File: src/rtl/aes_round_ctrl.sv
// AES round controller: sequences one block through AddRoundKey, NR-1 full
// rounds and a final round without MixColumns. SubBytes, ShiftRows and
// MixColumns are external combinational logic driven from dp_state.
`timescale 1ns/1ps

module aes_round_ctrl #(
    parameter int NR = 14
) (
    input  logic         clk,
    input  logic         rst_n,
    input  logic         in_valid,
    output logic         in_ready,
    input  logic [255:0] in_block,
    output logic         rk_req,
    output logic [3:0]   rk_idx,
    input  logic         rk_valid,
    input  logic [255:0] rk_data,
    output logic [255:0] dp_state,
    input  logic [255:0] dp_shift_res,
    input  logic [255:0] dp_mix_res,
    output logic         out_valid,
    input  logic         out_ready,
    output logic [255:0] out_block,
    output logic         busy
);

    typedef enum logic [1:0] {
        IDLE = 2'd0,
        RUN  = 2'd1,
        DONE = 2'd2
    } fsm_t;

    localparam logic [3:0] LAST_RND = 4'(NR);

    fsm_t         cur, nxt;
    logic [255:0] state_q;
    logic [3:0]   rnd;

    // FSM state register with synchronous reset.
    // NOTE: sequential state uses non-blocking (<=) so every flop samples
    // pre-edge values; blocking here would create order-dependent races.
    always_ff @(posedge clk) begin
        if (!rst_n) cur <= IDLE;
        else        cur <= nxt;
    end

    // Next-state decode.
    // NOTE: nxt gets a default before the case so no path leaves it
    // unassigned, which would otherwise infer a latch.
    always_comb begin
        nxt = cur;
        case (cur)
            IDLE:    if (in_valid) nxt = RUN;
            RUN:     if (rk_valid && rnd == LAST_RND) nxt = DONE;
            DONE:    if (out_ready) nxt = IDLE;
            default: nxt = IDLE;
        endcase
    end

    // Block state and round counter: load on accept, one round per key.
    always_ff @(posedge clk) begin
        if (!rst_n) begin
            state_q <= '0;
            rnd     <= '0;
        end else begin
            case (cur)
                IDLE: begin
                    if (in_valid) begin
                        state_q <= in_block;
                        rnd     <= '0;
                    end
                end
                RUN: begin
                    if (rk_valid) begin
                        if (rnd == 4'd0)
                            state_q <= state_q ^ rk_data;           // initial AddRoundKey
                        else if (rnd == LAST_RND)
                            state_q <= dp_shift_res ^ rk_data;      // final round, no MixColumns
                        else
                            state_q <= dp_mix_res ^ rk_data;        // full round
                        if (rnd < LAST_RND)
                            rnd <= rnd + 4'd1;
                    end
                end
                default: ;
            endcase
        end
    end

    // Moore outputs decoded from the FSM state.
    always_comb begin
        in_ready  = 1'b0;
        rk_req    = 1'b0;
        rk_idx    = 4'd0;
        out_valid = 1'b0;
        busy      = 1'b0;
        case (cur)
            IDLE: in_ready = 1'b1;
            RUN: begin
                rk_req = 1'b1;
                rk_idx = rnd;
                busy   = 1'b1;
            end
            DONE: begin
                out_valid = 1'b1;
                busy      = 1'b1;
            end
            default: ;
        endcase
    end

    assign dp_state  = state_q;
    assign out_block = state_q;

endmodule

File: config.mk
export PLATFORM = sky130hd
export DESIGN_NAME = aes_round_ctrl
export DESIGN_NICKNAME = d
export VERILOG_FILES = /design/src/rtl/aes_round_ctrl.sv
export SDC_FILE = /design/constraint.sdc
export NUM_CORES = 1
export LEC_CHECK = 0
export BUFFER_PORTS_ARGS = -buffer_cell sky130_fd_sc_hd__buf_2
export CORE_AREA = 5 5 595 597
export CTS_BUF_LIST = sky130_fd_sc_hd__clkbuf_4 sky130_fd_sc_hd__clkbuf_8
export DETAILED_ROUTE_END_ITERATION = 12
export DIE_AREA = 0 0 600 602
export PLACE_DENSITY = 0.32
export SLEW_MARGIN = 20
export SYNTH_ARGS = -nofsm -noshare
export SYNTH_HDL_FRONTEND = slang
export SYNTH_SLANG_ARGS = --single-unit
File: constraint.sdc
create_clock -name clk -period 2.64 [get_ports clk]
set_input_delay 0.132 -clock clk [delete_from_list [all_inputs] [get_ports clk]]
set_output_delay 0.132 -clock clk [all_outputs]
set_load 0.005 [all_outputs]
==> summary.txt, run 1 <==
Run status
  • Status: completed

Detailed routing
  • Total wire length: 300000 um
  • Final ANT Viol Nets: 0
  • WL/cell: 27.9 um
  • Met2 Wirelength: 140000 um
  • Via Count: 40300
  • Initial drt markers: 3522
  • Detail Route met3 WL: 28500 um
  • Residual DRC: 0
  • M1 wire length: 120000 um
  • DR vias/cell: 3.75
  • 1st-pass router iterations: 6
  • Max layer used: met5

Setup path
  • Worst Path Required: 3.40 ns
  • WS Path Type: reg2reg
  • Flop2flop setup slack: 0.01 ns
  • R2R Path Start: rnd[3]
  • CP Launch Type: flop
  • CP Capture Type: flop
  • Worst Path Max Fanout: 100
  • Worst R2R Path Depth: 7
  • Reg2Reg Capture Point: dp_state[196]
  • CP arrival: 3.39 ns

Logic synthesis
  • XOR/XNOR share of the synthesized area: 8.15%
  • Cell variety after synth: 34
  • Largest family of logic cells by synthesized area: compound AO/OA/AOI/OAI gates
  • Leading area contributor after synthesis: dfxtp_1
  • Top_reg_cell synth: dfxtp_1
  • Ys Warns: 0
  • Mux contribution to synthesized area: 0.0725%
  • Register area share after synthesis: 19.0%
  • Synth area leaders: dfxtp_1, a31oi_1, nor2_4
  • Compound-gate portion of the synthesized area: 38.5%
  • Mapped Cells: 3742
  • Post-synth EDFFs: 0
  • Mapped Nets: 4777
  • Cell with the most instances after synthesis: a31oi_1
  • Post-synth top area share: 19.0%
  • Mean Syn Cell Area: 7.38 sq um
  • Flip-flop and latch count after synthesis: 262
  • Asr flop ratio synth: 0%
  • Synthesized area: 27600 sq um
  • Top post-synthesis cells by count: a31oi_1, nor2_1, buf_4
  • Post-Synth Adder-Cell Area: 0.272%
  • Post-Synth Simple-Gate Area: 16.4%

Hold path
  • Worst Hold Path EP: dp_state[85]
  • Worst hold start: in_block[85]
  • Hold Path Depth: 5
  • Hold crit path type: in2reg

STA
  • Setup TNS: 0 ns
  • Hold Vio Cnt, Final: 0
  • Clock skew: 0.0785 ns
  • Slew Limit Fails: 0
  • Fmax: 0.380 GHz
  • Slew @ Worst Pin: 1.16 ns
  • Worst slew margin: 22.4%
  • Final Setup Violations: 0
  • Final Cycle Share: 99.6%
  • Final min period: 2.63 ns

Cells and area
  • Area Overhead vs Synth: 88.1%
  • Util after Layout: 14.9%
  • Total Nets Final: 7044
  • Share of layout cells above drive strength 1: 34.9%
  • FILL cells: 40100
  • Area of the multi-input gates: 17600 sq um
  • Finished Layout Cells: 10700
  • Sequential cell area: 5250 sq um

Pwr
  • Peak supply drop: 0.458 mV
  • P_sw: 0.0253 W
  • Pint: 0.0219 W
  • Sw Ratio: 53.6%
  • Leak Pwr: 21.7 nW
  • Sequential share of power: 20.5%
  • Clk network pwr share: 13.1%
  • Pwr dens: 909 nW/um^2
  • Gate power share: 66.4%

Global route
  • Initial antenna violation count: 205
  • Gr usage total: 15.7%
  • Total gr overflow: 0
  • First-pass GRT wire length: 386000 um
  • Largest net degree at the start of global routing: 99
  • Vias in the first global route: 40300

CTS
  • Worst skew pair latency: 0.87 ns
  • Clk sinks: 262
  • H-Tree Depth: 3
  • Clock root cell: clkbuf_8
  • Max Root-Sink Buffers: 4
  • CTS Buf Count: 75
  • Clk slew on worst S/H paths: 0.06 ns
  • CTS tree: yes

Die
  • Starting Density: 7.93%
  • Die Footprint: 361000 sq um
  • I/O Pins: 1549
  • Placement row count: 217
  • Chip Height: 602 um
  • Die W: 600 um
  • Core Area: 348000 sq um

Placement
  • DP HPWL: 252000 um
  • IO buf count: 1548
  • DP Cell Count: 9480
  • Routability cong.: 0.899

Job
  • Max-cap violations: 0
worst max-delay path: stages (launching register included):
cell and delay, ns:
dfxtp_4 0.37, buf_12 0.17, buf_4 0.48, o21bai_1 0.19, a21oi_1 0.17, xnor2_1 0.13, dlygate4sd3_1 0.57, a31oi_1 0.07
cell type report:
class / count / area share [%]
Timing Repair Buffer: 2819 / 39.9
Clock inverter: 11 / 0.178
Clock buffer: 108 / 2.57
Sequential cell: 262 / 10.1
Antenna cell: 96 / 0.462
Inverter: 255 / 1.84
Multi-Input combinational cell: 2596 / 33.8
Tap cell: 4599 / 11.1
timing repair:
action	CTS	global route
cloned	1	0
setup buffers	2	2
gates resized for setup	7	6
endpoints found under the hold margin	262	1
endpoints found under the setup margin	5	6
pin swaps	0	1
hold buffers	1047	1
through the flow:
step	hold WS (ns)	setup slack, ns	cell area [sq um]	power (W)
floorplan	0.345	0.743	27600	0.0264
global placement	0.457	0.151	39700	0.0396
detailed placement	0.460	0.129	39700	0.0397
CTS	0.00130	-0.0477	51700	0.0482
global route	0.0267	-0.0125	51800	0.0508
finish	0.0653	0.0113	51900	0.0472
cells by family after synthesis:
kind of cell	count (synthesis)
xor gates and xnor gates	257
muxes	2
AOI/OAI and AO/OA	1542
DFF	262
buffers and inverters	884
and+or+nand+nor	789
adders and majority gates	6
power by group through the flow:
stage	clock network [W]	logic (W)	registers, W
floorplan	0	0.0184	0.00804
global placement	0	0.0299	0.00967
detailed placement	0	0.0299	0.00975
CTS	0.00663	0.0319	0.00968
global route	0.00671	0.0342	0.00986
finish	0.00620	0.0313	0.00966
per-layer routing:
| layer | up-vias | global-route usage, % |
|---|---|---|
| li1 | 18000 | - |
| met3 | 501 | 5.46 |
| met2 | 2037 | 26.4 |
| met1 | 19700 | 18.8 |
| met4 | 100 | 4.38 |
| met5 | - | 0 |
sequential cells by signal, indices dropped and copies added, names as in the netlist:
name      cells
rnd           4
cur           2
dp_state    256
how the worst max path moves through the flow:
stage	slack, ns	end	depth (start not counted)	from
2_1_floorplan	0.74	dp_state[213]	9	cur[0]
3_3_place_gp	0.15	dp_state[1]	8	cur[0]
3_5_place_dp	0.13	dp_state[86]	8	cur[0]
4_1_cts	-0.05	dp_state[1]	9	cur[1]
5_1_grt	-0.01	dp_state[196]	10	rnd[0]
6_report	0.01	dp_state[196]	7	rnd[3]
cells in the final DEF, fill, tap and decap left out, types with 3 or more instances in the layout:
cell and instances:
buf_2 1545, dlygate4sd3_1 1048, a31oi_1 506, nor2_1 309, dfxtp_1 261, nand2_1 259
a21oi_1 257, a22oi_1 256, o21bai_1 256, xnor2_1 256, inv_1 255, o221ai_1 252
nor2_4 201, buf_4 161, diode_2 96, clkbuf_8 84, buf_12 58, clkbuf_4 24
o22a_1 6, clkinv_2 6, o221ai_2 4, o21ai_0 3, nor2b_1 3, and2_1 3
ha_1 3
Note: power is estimated with default switching activity, not from simulation.
==> run 2, diff against run 1 <==
--- a/config.mk
+++ b/config.mk
@@ -6,11 +6,13 @@
 export NUM_CORES = 1
 export LEC_CHECK = 0
 export BUFFER_PORTS_ARGS = -buffer_cell sky130_fd_sc_hd__buf_2
-export CORE_AREA = 5 5 595 597
+export CELL_PAD_IN_SITES_DETAIL_PLACEMENT = 0
+export CELL_PAD_IN_SITES_GLOBAL_PLACEMENT = 1
+export CORE_AREA = 5 5 604 606
 export CTS_BUF_LIST = sky130_fd_sc_hd__clkbuf_4 sky130_fd_sc_hd__clkbuf_8
 export DETAILED_ROUTE_END_ITERATION = 12
-export DIE_AREA = 0 0 600 602
-export PLACE_DENSITY = 0.32
+export DIE_AREA = 0 0 609 611
+export PLACE_DENSITY = 0.37
 export SLEW_MARGIN = 20
 export SYNTH_ARGS = -nofsm -noshare
 export SYNTH_HDL_FRONTEND = slang
==> summary.txt, run 2 (same netlist as run 1, synthesis figures left out) <==
CTS
  • Worst skew pair latency: 0.85 ns
  • CTS Buf Count: 80
  • Max Root-Sink Buffers: 4
  • CTS tree: yes
  • Clk slew on worst S/H paths: 0.05 ns
  • Clk sinks: 262
  • H-Tree Depth: 3
  • Clock root cell: clkbuf_8

Setup path
  • CP Capture Type: flop
  • CP Launch Type: flop
  • Critical Path, Cell by Cell: inv_1 -> ha_1 -> or3b_4 -> buf_12 -> buf_12 -> buf_12 -> nor2_4 -> a21oi_1 -> xnor2_1 -> a31oi_1
  • Worst Path Required: 3.31 ns
  • Critical path's largest stage delay: 0.43 ns
  • CP max-delay cell: dfxtp_1
  • WS Path Type: reg2reg
  • Worst Path Max Fanout: 20
  • Crit path buffers/inverters: 4
  • CP arrival: 3.24 ns
  • Most frequent CP cell: buf_12
  • Top delay family on crit path: buffers and inverters

STA
  • Final min period: 2.56 ns
  • Slew @ Worst Pin: 0.950 ns
  • Setup TNS: 0 ns
  • Slew Limit Fails: 0
  • Final Cycle Share: 97.1%
  • RSZ-0062 raised after global routing: yes
  • Final Setup Violations: 0
  • Fmax: 0.390 GHz
  • Worst slew margin: 36.7%
  • Clock skew: 0.0508 ns
  • Hold WS: 0.174 ns
  • Hold Vio Cnt, Final: 0

Pwr
  • Clk network pwr share: 14.1%
  • P_sw: 0.0251 W
  • Sequential share of power: 20.3%
  • Sw Ratio: 53.3%
  • Peak supply drop: 0.743 mV
  • Overall Power: 0.0471 W
  • Pwr dens: 904 nW/um^2
  • Gate power share: 65.5%
  • Leak Pwr: 21.7 nW
  • Pint: 0.0220 W

Detailed routing
  • Residual DRC: 0
  • 1st-pass router iterations: 6
  • WL/cell: 26.8 um
  • Final ANT Viol Nets: 0
  • Initial drt markers: 2969
  • Via Count: 39400
  • DR vias/cell: 3.63
  • Total wire length: 290000 um

Global route
  • Largest net degree at the start of global routing: 152
  • Total gr overflow: 0
  • Vias in the first global route: 39600
  • Initial antenna violation count: 124
  • First-pass GRT wire length: 376000 um
  • Gr usage total: 14.7%

Placement
  • DP HPWL: 237000 um
  • IO buf count: 1548
  • Routability cong.: 0.879

Die
  • Core Area: 358000 sq um
  • Chip Height: 611 um
  • Die Footprint: 372000 sq um
  • Placement row count: 220
  • Starting Density: 7.70%
  • I/O Pins: 1549
  • Die W: 609 um

Cells and area
  • Share of layout cells above drive strength 1: 34.5%
  • Util after Layout: 14.5%
  • Most frequent cells in the layout: buf_2, dlygate4sd3_1, a31oi_1
  • Area Overhead vs Synth: 88.7%
  • Max FFs per register: 256
  • Total Nets Final: 7012
  • Commonest non-fill, non-tap cell in the layout: buf_2

Hold path
  • Hold crit path type: in2reg

Run status
  • Status: completed

Job
  • Max-cap violations: 0
run 2: changes by cell type in the layout (fill, tap and decap cells not counted), moves of 3 or more:
| cell | delta |
|---|---|
| a21oi_1 | -3 |
| o221ai_1 | +4 |
| diode_2 | -55 |
| clkbuf_8 | +8 |
| a21oi_2 | +3 |
| o221ai_2 | -4 |
| dlygate4sd3_1 | +8 |
| buf_12 | +8 |
| buf_4 | -57 |
run 2: layer usage:
metal | global-route usage [%] | routed length (um) | part of all wire (%) | vias to the layer above
met4 | 3.62 | 8020 | 2.8 | 26
met3 | 3.37 | 18500 | 6.4 | 309
li1 | - | - | - | 17900
met1 | 17.7 | 120000 | 41 | 19400
met2 | 26.1 | 144000 | 50 | 1791
met5 | 0 | 150 | 0.052 | -
run 2: tightest hold or removal path, cell delays in order:
cell	delay, ns
dlygate4sd3_1	0.53
buf_2	0.11
xnor2_1	0.10
a31oi_1	0.07
run 2: stage by stage:
| stage | instances | setup slack [ns] | instance area, sq um |
|---|---|---|---|
| finish | 10800 | 0.0765 | 52100 |
| CTS | 10800 | 0.0102 | 51900 |
| global placement | 9606 | -0.0812 | 39700 |
| floorplan | 3742 | 0.743 | 27600 |
| global route | 10800 | -0.0291 | 52000 |
| detailed placement | 9606 | -0.0769 | 39700 |
run 2: final timing paths:
kind | startpoint | endpoint | slack (ns) | cells past startpoint
worst max-delay path | rnd[1] | dp_state[81] | 0.08 | 10
worst min-delay path | rk_data[151] | dp_state[151] | 0.17 | 4
worst max register to register | rnd[1] | dp_state[81] | 0.08 | 10
worst min register to register | dp_state[226] | dp_state[226] | 0.54 | 2
run 2: what timing repair did:
action                                  in CTS  in global routing
endpoints found under the hold margin      262                  0
resized for setup                            7                  6
buffers inserted                             0                  2
endpoints found under the setup margin       5                  9
pin swaps                                    0                  2
cloned                                       2                  2
hold buffers                              1056                  0
run 2: power by group through the flow:
stage | logic [W] | registers, W | clock network [W]
after floorplan | 0.0184 | 0.00804 | 0
after global placement | 0.0295 | 0.00957 | 0
after detailed placement | 0.0295 | 0.00964 | 0
after CTS | 0.0315 | 0.00958 | 0.00716
after global routing | 0.0337 | 0.00979 | 0.00724
final | 0.0309 | 0.00957 | 0.00666
run 2: area by class of cell:
type,count,area (sq um)
Multi-Input combinational cell,2596,17600
Tap cell,4773,5970
Inverter,255,957
Antenna cell,41,103
Fill cell,41200,306000
Timing Repair Buffer,2782,20700
Clock inverter,13,139
Clock buffer,117,1450
Sequential cell,262,5250
==> run 3, diff against run 2 <==
--- a/config.mk
+++ b/config.mk
@@ -6,7 +6,7 @@
 export NUM_CORES = 1
 export LEC_CHECK = 0
 export BUFFER_PORTS_ARGS = -buffer_cell sky130_fd_sc_hd__buf_2
-export CELL_PAD_IN_SITES_DETAIL_PLACEMENT = 0
+export CELL_PAD_IN_SITES_DETAIL_PLACEMENT = 1
 export CELL_PAD_IN_SITES_GLOBAL_PLACEMENT = 1
 export CORE_AREA = 5 5 604 606
 export CTS_BUF_LIST = sky130_fd_sc_hd__clkbuf_4 sky130_fd_sc_hd__clkbuf_8
==> summary.txt, run 3 (same netlist as run 1, synthesis figures left out) <==
Pwr
  • Pwr dens: 906 nW/um^2
  • Overall Power: 0.0475 W
  • Leak Pwr: 21.8 nW
  • Peak supply drop: 1.26 mV

STA
  • Clock skew: 0.0496 ns
  • Final Cycle Share: 96.0%
  • RSZ-0062 raised after global routing: yes
  • Hold Vio Cnt, Final: 0
  • Slew Limit Fails: 0
  • Fmax: 0.395 GHz
  • Slew @ Worst Pin: 1.00 ns
  • Final min period: 2.53 ns
  • Worst slew margin: 33.3%
  • Final Setup Violations: 0

Global route
  • Initial antenna violation count: 115
  • Vias in the first global route: 41900
  • Gr usage total: 14.9%
  • Total gr overflow: 0
  • First-pass GRT wire length: 387000 um
  • Largest net degree at the start of global routing: 152

Hold path
  • Worst hold start: dp_shift_res[235]
  • Hold crit path type: in2reg
  • Worst Hold Path EP: dp_state[235]
  • Hold Path Depth: 5

CTS
  • Clk slew on worst S/H paths: 0.05 ns
  • H-Tree Depth: 3
  • CTS Buf Count: 82
  • Clock root cell: clkbuf_8
  • CTS tree: yes
  • Clk sinks: 262
  • Worst skew pair latency: 0.84 ns
  • Max Root-Sink Buffers: 4

Setup path
  • Flop2flop setup slack: 0.11 ns
  • CP arrival: 3.27 ns
  • WS Path Type: reg2reg
  • CP Launch Type: flop
  • Worst R2R Path Depth: 9
  • Critical Path, Cell by Cell: inv_1 -> ha_4 -> buf_12 -> buf_16 -> nor2_1 -> a31oi_1 -> o221ai_1 -> dlygate4sd3_1 -> a31oi_1
  • Crit path buffers/inverters: 4
  • Critical path origin: cur[0]
  • Worst Path Max Fanout: 47
  • Most frequent CP cell: a31oi_1
  • Reg2Reg Capture Point: dp_state[71]
  • CP Capture Type: flop
  • CP max-delay cell: dlygate4sd3_1
  • Worst Path Required: 3.38 ns
  • Critical path's largest stage delay: 0.59 ns
  • Top delay family on crit path: buffers and inverters
  • R2R Path Start: cur[0]

Detailed routing
  • Detail Route met3 WL: 16200 um
  • Residual DRC: 0
  • Final ANT Viol Nets: 0
  • Via Count: 39800
  • Total wire length: 296000 um
  • M1 wire length: 122000 um
  • 1st-pass router iterations: 6
  • WL/cell: 27.2 um
  • Initial drt markers: 2492
  • DR vias/cell: 3.66
  • Max layer used: met5
  • Met2 Wirelength: 148000 um

Cells and area
  • Max FFs per register: 256
  • Commonest non-fill, non-tap cell in the layout: buf_2
  • Util after Layout: 14.6%
  • Most frequent cells in the layout: buf_2, dlygate4sd3_1, a31oi_1
  • Share of layout cells above drive strength 1: 34.6%
  • Area Overhead vs Synth: 89.7%
  • FILL cells: 43100
  • Finished Layout Cells: 10900
  • Total Nets Final: 7029

Die
  • Die W: 609 um
  • Core Area: 358000 sq um
  • I/O Pins: 1549
  • Die Footprint: 372000 sq um
  • Chip Height: 611 um
  • Starting Density: 7.70%
  • Placement row count: 220

Run status
  • Status: completed

Job
  • Max-cap violations: 0

Placement
  • DP HPWL: 240000 um
  • Routability cong.: 0.879
  • DP Cell Count: 9606
  • IO buf count: 1548
==> run 3: cell types whose count changed in the layout (fill, tap and decap cells not counted), sizes merged <==
| cell | change |
|---|---|
| clkbuf | +7 |
| dlygate4sd3 | +3 |
| bufinv | -1 |
| clkinvlp | -2 |
| diode | +20 |
| clkinv | +2 |
| buf | +10 |
| inv | -1 |
==> run 3: cell type report <==
cell class / count / area (sq um) / area share, %
timing repair buffer: 2797 / 20900 / 39.9
multi-input combinational: 2596 / 17600 / 33.5
tap: 4773 / 5970 / 11.4
sequential: 262 / 5250 / 10.0
clock buffer: 122 / 1530 / 2.92
inverter: 255 / 957 / 1.83
antenna: 61 / 153 / 0.291
clock inverter: 11 / 83.8 / 0.160
==> run 3: worst max path at each step <==
| stage | cells after the start | to |
|---|---|---|
| after floorplan | 9 | dp_state[213] |
| after global placement | 9 | dp_state[80] |
| after detailed placement | 9 | dp_state[80] |
| after CTS | 10 | dp_state[203] |
| after global routing | 9 | dp_state[71] |
| final | 9 | dp_state[71] |
==> run 3: worst reg2reg max path, stage by stage (launching register included) <==
cell and delay, ns:
dfxtp_1 0.34, inv_1 0.13, ha_4 0.21, buf_12 0.26, buf_16 0.33, nor2_1 0.11
a31oi_1 0.18, o221ai_1 0.14, dlygate4sd3_1 0.59, a31oi_1 0.13
==> run 3: per-layer routing <==
| metal | vias to the layer above | GRT usage (%) |
|---|---|---|
| li1 | 17900 | - |
| met1 | 20000 | 18.0 |
| met2 | 1448 | 26.9 |
| met3 | 313 | 2.89 |
| met4 | 36 | 4.01 |
| met5 | - | 0 |
==> run 3: per-stage QoR <==
stage	hold slack (ns)	TNS [ns]	instance area [sq um]	setup WS [ns]
after floorplan	0.345	0	27600	0.743
after global placement	0.458	-0.0812	39700	-0.0812
after detailed placement	0.455	-0.0966	39700	-0.0966
after CTS	0.00140	0	52000	0.0116
after global routing	0.0714	-0.0511	52300	-0.0511
final	0.142	0	52400	0.106
==> run 3: power by group <==
group | internal (W) | leakage [nW] | switching [W]
clock network | 0.00374 | 0.869 | 0.00291
logic | 0.0129 | 18.8 | 0.0183
registers | 0.00552 | 2.18 | 0.00405
total | 0.0222 | 21.8 | 0.0253
==> run 3: what timing repair did <==
item	in CTS	in global routing
buffers inserted	0	12
pin swaps	0	1
hold endpoints to repair	262	0
setup endpoints to repair	5	14
hold buffers	1059	0
resized for setup	7	11
gates cloned	2	4
